===== src/rtl/scan_bist_ctrl.sv =====
// Scan-based logic-BIST controller: LFSR-driven scan loads and primary inputs,
// MISR compaction of scan-out and primary outputs, golden-signature compare.
module scan_bist_ctrl #(
  parameter int          CHAIN_LEN    = 3,
  parameter int          PI_W         = 4,
  parameter int          PO_W         = 1,
  parameter int          NUM_PATTERNS = 16,
  parameter logic [15:0] SEED         = 16'hACE1,
  parameter logic [15:0] GOLDEN_SIG   = 16'h0000
) (
  input  logic            CK,
  input  logic            RST,
  input  logic            start,
  output logic            SE,
  output logic            SI,
  input  logic            SO,
  output logic [PI_W-1:0] PI,
  input  logic [PO_W-1:0] PO,
  output logic            busy,
  output logic            done,
  output logic            pass,
  output logic [15:0]     signature,
  output logic [1:0]      dbg_state
);

  // Handshake: start is a level request honoured only in IDLE or DONE; there is
  // no ready/backpressure, the core takes one shift or capture every cycle.

  localparam int CNT_W = (CHAIN_LEN > 1) ? $clog2(CHAIN_LEN) : 1;
  localparam logic [CNT_W-1:0] LAST_SHIFT = CNT_W'(CHAIN_LEN - 1);
  localparam logic [15:0]      NUM_PAT    = 16'(NUM_PATTERNS);

  typedef enum logic [1:0] {
    S_IDLE    = 2'd0,
    S_SHIFT   = 2'd1,
    S_CAPTURE = 2'd2,
    S_DONE    = 2'd3
  } state_t;

  state_t           state;
  logic [15:0]      lfsr;
  logic [15:0]      misr;
  logic [CNT_W-1:0] shift_cnt;
  logic [15:0]      pat_cnt;

  logic [15:0] lfsr_n;
  logic [15:0] misr_so;
  logic [15:0] misr_po;

  // Polynomial x^16+x^14+x^13+x^11+1, shared by the LFSR and the MISR.
  function automatic logic fb_of(input logic [15:0] v);
    return v[15] ^ v[13] ^ v[12] ^ v[10];
  endfunction

  assign lfsr_n  = {lfsr[14:0], fb_of(lfsr)};
  assign misr_so = {misr[14:0], fb_of(misr)} ^ {15'b0, SO};
  assign misr_po = {misr[14:0], fb_of(misr)} ^ 16'(PO);

  always_ff @(posedge CK or posedge RST) begin
    if (RST) begin
      state     <= S_IDLE;
      lfsr      <= SEED;
      misr      <= '0;
      shift_cnt <= '0;
      pat_cnt   <= '0;
      SE        <= 1'b0;
      SI        <= 1'b0;
      PI        <= '0;
      busy      <= 1'b0;
      done      <= 1'b0;
    end else begin
      case (state)
        S_IDLE, S_DONE: begin
          if (start) begin
            state     <= S_SHIFT;
            lfsr      <= SEED;
            misr      <= '0;
            shift_cnt <= '0;
            pat_cnt   <= '0;
            busy      <= 1'b1;
            done      <= 1'b0;
            SE        <= 1'b1;
            SI        <= SEED[0];
          end
        end

        S_SHIFT: begin
          lfsr <= lfsr_n;
          // The first load unloads unknown reset contents, so it is not compacted.
          if (pat_cnt != '0) begin
            misr <= misr_so;
          end
          if (shift_cnt == LAST_SHIFT) begin
            shift_cnt <= '0;
            SE        <= 1'b0;
            SI        <= 1'b0;
            if (pat_cnt == NUM_PAT) begin
              state <= S_DONE;
              busy  <= 1'b0;
              done  <= 1'b1;
            end else begin
              state <= S_CAPTURE;
              PI    <= lfsr_n[PI_W-1:0];
            end
          end else begin
            shift_cnt <= shift_cnt + CNT_W'(1);
            SI        <= lfsr_n[0];
          end
        end

        S_CAPTURE: begin
          lfsr      <= lfsr_n;
          misr      <= misr_po;
          pat_cnt   <= pat_cnt + 16'd1;
          shift_cnt <= '0;
          state     <= S_SHIFT;
          SE        <= 1'b1;
          SI        <= lfsr_n[0];
        end

        default: begin
          state <= S_IDLE;
          busy  <= 1'b0;
          SE    <= 1'b0;
        end
      endcase
    end
  end

  assign signature = misr;
  assign pass      = done && (misr == GOLDEN_SIG);
  assign dbg_state = state;

endmodule


===== config.mk =====
export PLATFORM = sky130hd
export DESIGN_NAME = scan_bist_ctrl
export DESIGN_NICKNAME = d
export VERILOG_FILES = /design/src/rtl/scan_bist_ctrl.sv
export SDC_FILE = /design/constraint.sdc
export NUM_CORES = 1
export LEC_CHECK = 0
export CAP_MARGIN = 40
export CORE_ASPECT_RATIO = 1.25
export CORE_MARGIN = 2
export CORE_UTILIZATION = 53
export DETAILED_ROUTE_END_ITERATION = 6
export PLACE_DENSITY = 0.86
export SYNTH_ARGS = -nofsm -noshare
export SYNTH_HDL_FRONTEND = slang
export SYNTH_SLANG_ARGS = --single-unit
export TNS_END_PERCENT = 100

===== constraint.sdc =====
create_clock -name CK -period 2.05 [get_ports CK]
set_input_delay 0.41 -clock CK [delete_from_list [all_inputs] [get_ports CK]]
set_output_delay 0.41 -clock CK [all_outputs]
set_load 0.01 [all_outputs]

# --- After elaboration in Yosys (flattened, before gate mapping) ---
# Cells that the tools add are included.
# Widths: inputs -> output; s select.
totals:
  elab_cells: 68
  reg_bits: 60
  inputBits: 5
op_classes:
  muxes: 25
  n_eq_ne: 9
  n_bitwise: 9
  addsub: 2
  n_reduce_logical: 13
op_table:
  columns: ["operator", "count"]
  rows:
  - ["$pmux 16 s2", 2]
  - ["$mux 16", 3]
  - ["$pmux 16 s3", 1]
  - ["$xor 16x1->16", 2]
  - ["$add 16x1->16 const B", 1]
  - ["$eq 16x5->1 const B", 1]
  - ["$logic_not 16->1", 1]
  - ["$reduce_bool 16->1", 1]
  - ["$pmux 2 s3", 2]
  - ["$mux 1", 9]
  - ["$mux 2", 4]
  - ["$ne 2x2->1 const B", 4]
  - ["$eq 2x2->1 const B", 3]
  - ["$pmux 1 s3", 2]
  - ["$reduce_and 2->1", 3]
  - ["$xor 1x1->1", 6]
  - ["$pmux 1 s2", 2]
  - ["$reduce_and 4->1", 1]
  - ["$reduce_bool 2->1", 2]
  - ["$reduce_or 2->1", 2]
  - ["$reduce_and 3->1", 1]
  - ["$add 2x1->2 const B", 1]
  - ["$eq 2x1->1 const B", 1]
  - ["$logic_not 2->1", 1]
  - ["other kinds (2)", 2]

# --- Longest topological paths before layout ---
logic_depth:
  depth_word: 6
  depth_mapped: 8
  ltp_nobuf: 6

# --- Worst setup path after synthesis ---
# Ideal clock, no wire load.
synth_timing:
  kind: "register -> register"
  start: "register state[0], in the netlist dbg_state[0]"
  end: "register pat_cnt[15]"
  setup_slack_ns: 0.160
  path_buffers: 1
  setup_ns: 0.078
  t_arrival_ns: 1.812
  required_time_ns: 1.972
  stages_incl_launch_ff: 8
  cell_sequence: "dfrtp_1 > inv_1 > ha_1 > buf_4 > mux2_4 > nand2_2 > or4_1 > a21oi_1"
synth_between:
  elab_chain_cells: 4
  elab_cells_between_ends: 8
  classes_between: "eq/ne: 3; mux: 1; reduce/logical: 4"
synth_lines:
  columns: ["element", "line", "rtl"]
  rows:
  - ["start, declared", "40", "state_t state;"]
  - ["start signal, assigned", "61", "state <= S_IDLE;"]
  - ["start signal, assigned", "75", "state <= S_SHIFT;"]
  - ["start signal, assigned", "98", "state <= S_DONE;"]
  - ["$eq 2x2->1 / $logic_not 2->1 (equally long branches)", "72", "case (state)"]
  - ["$reduce_or 2->1", "72", null]
  - ["$ne 2x2->1 (no line) / $reduce_bool 2->1 (equally long branches)", null, null]
  - ["$reduce_and 2->1 (no line)", null, null]
  - ["end signal, assigned", "114", "pat_cnt <= pat_cnt + 16'd1;"]
  - ["end, declared", "44", "logic [15:0] pat_cnt;"]
# Several ways; a longest one is shown, not always the timed one.
# A chain may end at the register's enable or synchronous reset.

# --- Final worst setup path ---
# Same ends and word-level chain as after synthesis.

==> results.yml <==
logic_synthesis:
  synthArstFlopShare_pct: 100
  synth_cell_types: 40
  synth_top_cell_by_area: "dfrtp_1"
  synth_edf_count: 0
  synth_warnings: 0
  syn_area_um2: 2750
  yosysTopAreaCellShare_pct: 47.3
  ys_top_cells_by_area: "dfrtp_1, dfstp_2, a22o_1, nor2_1, a21oi_1"
  avgSynthCellArea_um2: 10.5
  ys.flop_type: "dfrtp_1"
  synth.ff_latch_count: 60
  synth_seq_area_share_pct: 55.0
  synth_cells: 262
  syn_nets: 271
timing:
  relSlewSlack_pct: 64.8
  timing.fmax_mhz: 526
  setup_viol: 0
  maxSlewViolCount: 0
  hold_viol_final: 0
  fin_crit_sh_pct: 92.8
  rsz0062_at_grt: "false"
  holdWs_ns: 0.445
  worst_pin_slew_ns: 0.528
  fin_crit_ns: 1.90
  clock-skew-final_ns: 0.00734
  fin_ws_ns: 0.149
die:
  die_y_um: 84.5
  initial_utilization_pct: 54.5
  coreArea_um2: 5040
  dieArea_um2: 5780
  rows: 29
  io_pins: 32
  fp.dieW_um: 68.4
power:
  switching_share_pct: 35.1
  p_sw_mw: 1.94
  peakVddDrop_mv: 1.00
  power_density_nw_per_um2: 1580
  finalPower_mw: 5.52
  p_int_mw: 3.58
  pwr-share-comb_pct: 42.6
  seqPwrFrac_pct: 35.6
  pwr-share-clk_pct: 21.8
  power_leakage_nw: 1.56
route:
  post_drt_wl_per_cell_um: 16.1
  drt-pass1-iter-count: 4
  avgViaCountPerCell: 5.85
  ant_nets: 0
  vias: 2201
  routed_wl_mm: 6.04
  drc: 0
  drtIter0Drc: 197
clock_network:
  clockBufferDepth: 2
  htreeDepth: 3
  cts_made_buffers: 9
  root_buffer: "clkbuf_8"
  clock_latency_ns: 0.34
  cts.sinks: 60
  cts_tree: "built"
  clk_pin_slew_ns: 0.07
placed_design:
  pre_cts_slack_ns: -0.0566
  hpwlAfterDp_mm: 4.12
  place.gp.congestion: 0.837
  port_buffers: 31
setup_path:
  cp-start-kind: "flop"
  path_class: "reg -> reg"
  path_cells: "inv_1 -> ha_2 -> mux2_4 -> nand2_2 -> or4_1 -> a21oi_1"
  r2r-start: "dbg_state[0]$_DFFE_PP0P_"
  crit_start: "dbg_state[0]$_DFFE_PP0P_"
  path_max_fanout: 8
  worst_setup_path_end_kind: "flop"
  r2r_setup_slack_ns: 0.15
  ff2ff_path_depth: 6
  reg2reg_to: "pat_cnt[15]$_DFFE_PP0P_"
  crit_required_ns: 2.31
  slowest_stage: "or4_1"
  arrival_ns: 2.17
  max_stage_delay_ns: 0.47
run:
  drv_cap: 0
worst_hold_path:
  hold_path_class: "in -> async"
global_route:
  grt-ovfl-total: 0
  grt_max_degree: 61
  grtUsageTotal_pct: 23.6
  grt_pass1_wl_mm: 10.2
  grt_pass1_vias: 2146
  antenna_found_initial: 0
finish:
  diodes: 0
  drive_gt1_share_pct: 19.7
  layout.nets: 318
  syn_to_final_growth_pct: 26.7
status:
  status: "complete, no violations"
## per-stage QoR
stage	util [%]	area [µm²]	cells	setup TNS, ns
finish	69.1	3480	376	0
global route	69.1	3480	376	0
CTS	68.4	3450	376	0
detailed placement	63.8	3220	360	-0.411
global placement	63.6	3210	359	-0.137
floorplan	-	2750	262	0
## critical path, delay by kind of cell (launching register included)
family                     cells  cell delay, ns
adders and majority gates      1            0.40
and+or+nand+nor                2            0.56
muxes                          1            0.23
AOI/OAI and AO/OA              1            0.15
DFF                            1            0.40
buffers and inverters          1            0.09
## flip-flops by register name (all words and copies together) (netlist names), 2 cells and up
signal and flops:
lfsr 16, PI 4, signature 16, shift_cnt 2
pat_cnt 16, dbg_state 2
## layout by cell type (no fill, tap or decap), types with 2 or more instances in the layout
cell	n
nor2b_2	2
nand2b_1	2
clkbuf_8	11
nor4_2	4
dfrtp_1	52
xnor2_1	5
ha_1	3
bufinv_16	2
nand4_1	8
nor4b_2	2
buf_4	17
mux2i_1	2
o21ai_0	15
o31ai_1	4
mux2_2	4
nor2b_1	2
nor2_1	22
nand2_1	18
a21oi_1	16
xor2_1	8
dfstp_2	8
o22ai_1	7
inv_1	14
and2_1	2
or3_1	5
and4_1	3
nand3_1	8
clkdlybuf4s50_1	30
a22o_1	17
## logic make-up after synthesis
| group | count (synthesis) | share of synthesized area [%] |
|---|---|---|
| xor+xnor | 13 | 4.14 |
| buf+inv | 28 | 4.59 |
| compound gates | 63 | 14.8 |
| fa+ha+maj | 4 | 1.82 |
| flops | 60 | 55.0 |
| mux | 7 | 2.91 |
| simple gates | 87 | 16.7 |
## power groups by stage
stage / clock network [mW] / logic (mW) / registers (mW)
final: 1.21 / 2.35 / 1.96
after global routing: 1.27 / 2.58 / 2.01
after CTS: 1.21 / 2.32 / 1.96
after detailed placement: 0 / 2.31 / 1.96
after global placement: 0 / 2.19 / 1.94
after floorplan: 0 / 1.33 / 2.03
## worst max path at each step
stage                         endpoint  slack [ns]  depth (start not counted)
2_1_floorplan  pat_cnt[15]$_DFFE_PP0P_        0.16                          7
3_3_place_gp    pat_cnt[7]$_DFFE_PP0P_       -0.03                          4
3_5_place_dp   pat_cnt[15]$_DFFE_PP0P_       -0.06                          4
4_1_cts                           pass       0.008                          4
5_1_grt              PI[0]$_DFFE_PP0P_        0.02                          6
6_report       pat_cnt[15]$_DFFE_PP0P_        0.15                          6
## repair_timing
item,in CTS,in global routing
setup buffers,0,0
hold buffers,0,0
pin swaps,0,1
endpoints found under the setup margin,1,32
gates resized for setup,4,10
## synthesized netlist by cell type, drive strengths merged (2+ instances only)
master,number
a21oi,16
a22o,17
and2,2
and4,3
buf,9
clkbuf,4
dfrtp,52
dfstp,8
ha,4
inv,15
mux2,5
mux2i,2
nand2,19
nand2b,2
nand3,9
nand4,9
nor2,23
nor2b,4
nor4,5
nor4b,3
o21ai,15
o22ai,7
o31ai,4
or3,5
xnor2,5
xor2,8
## layer usage
layer / up-vias / share of wire, % / track usage, %
met5: - / 0 / 0
li1: 1029 / - / -
met1: 1116 / 43 / 31.1
met4: 0 / 1.1 / 10.2
met3: 7 / 4.0 / 5.09
met2: 49 / 52 / 37.2
## layout make-up
cell class,count,area [µm²]
Fill cell,377,1560
Clock buffer,12,155
Timing Repair Buffer,49,453
Clock inverter,4,72.6
Tap cell,62,77.6
Sequential cell,60,1510
Inverter,15,56.3
Multi-Input combinational cell,174,1160
(Power assumes the default switching activity.)
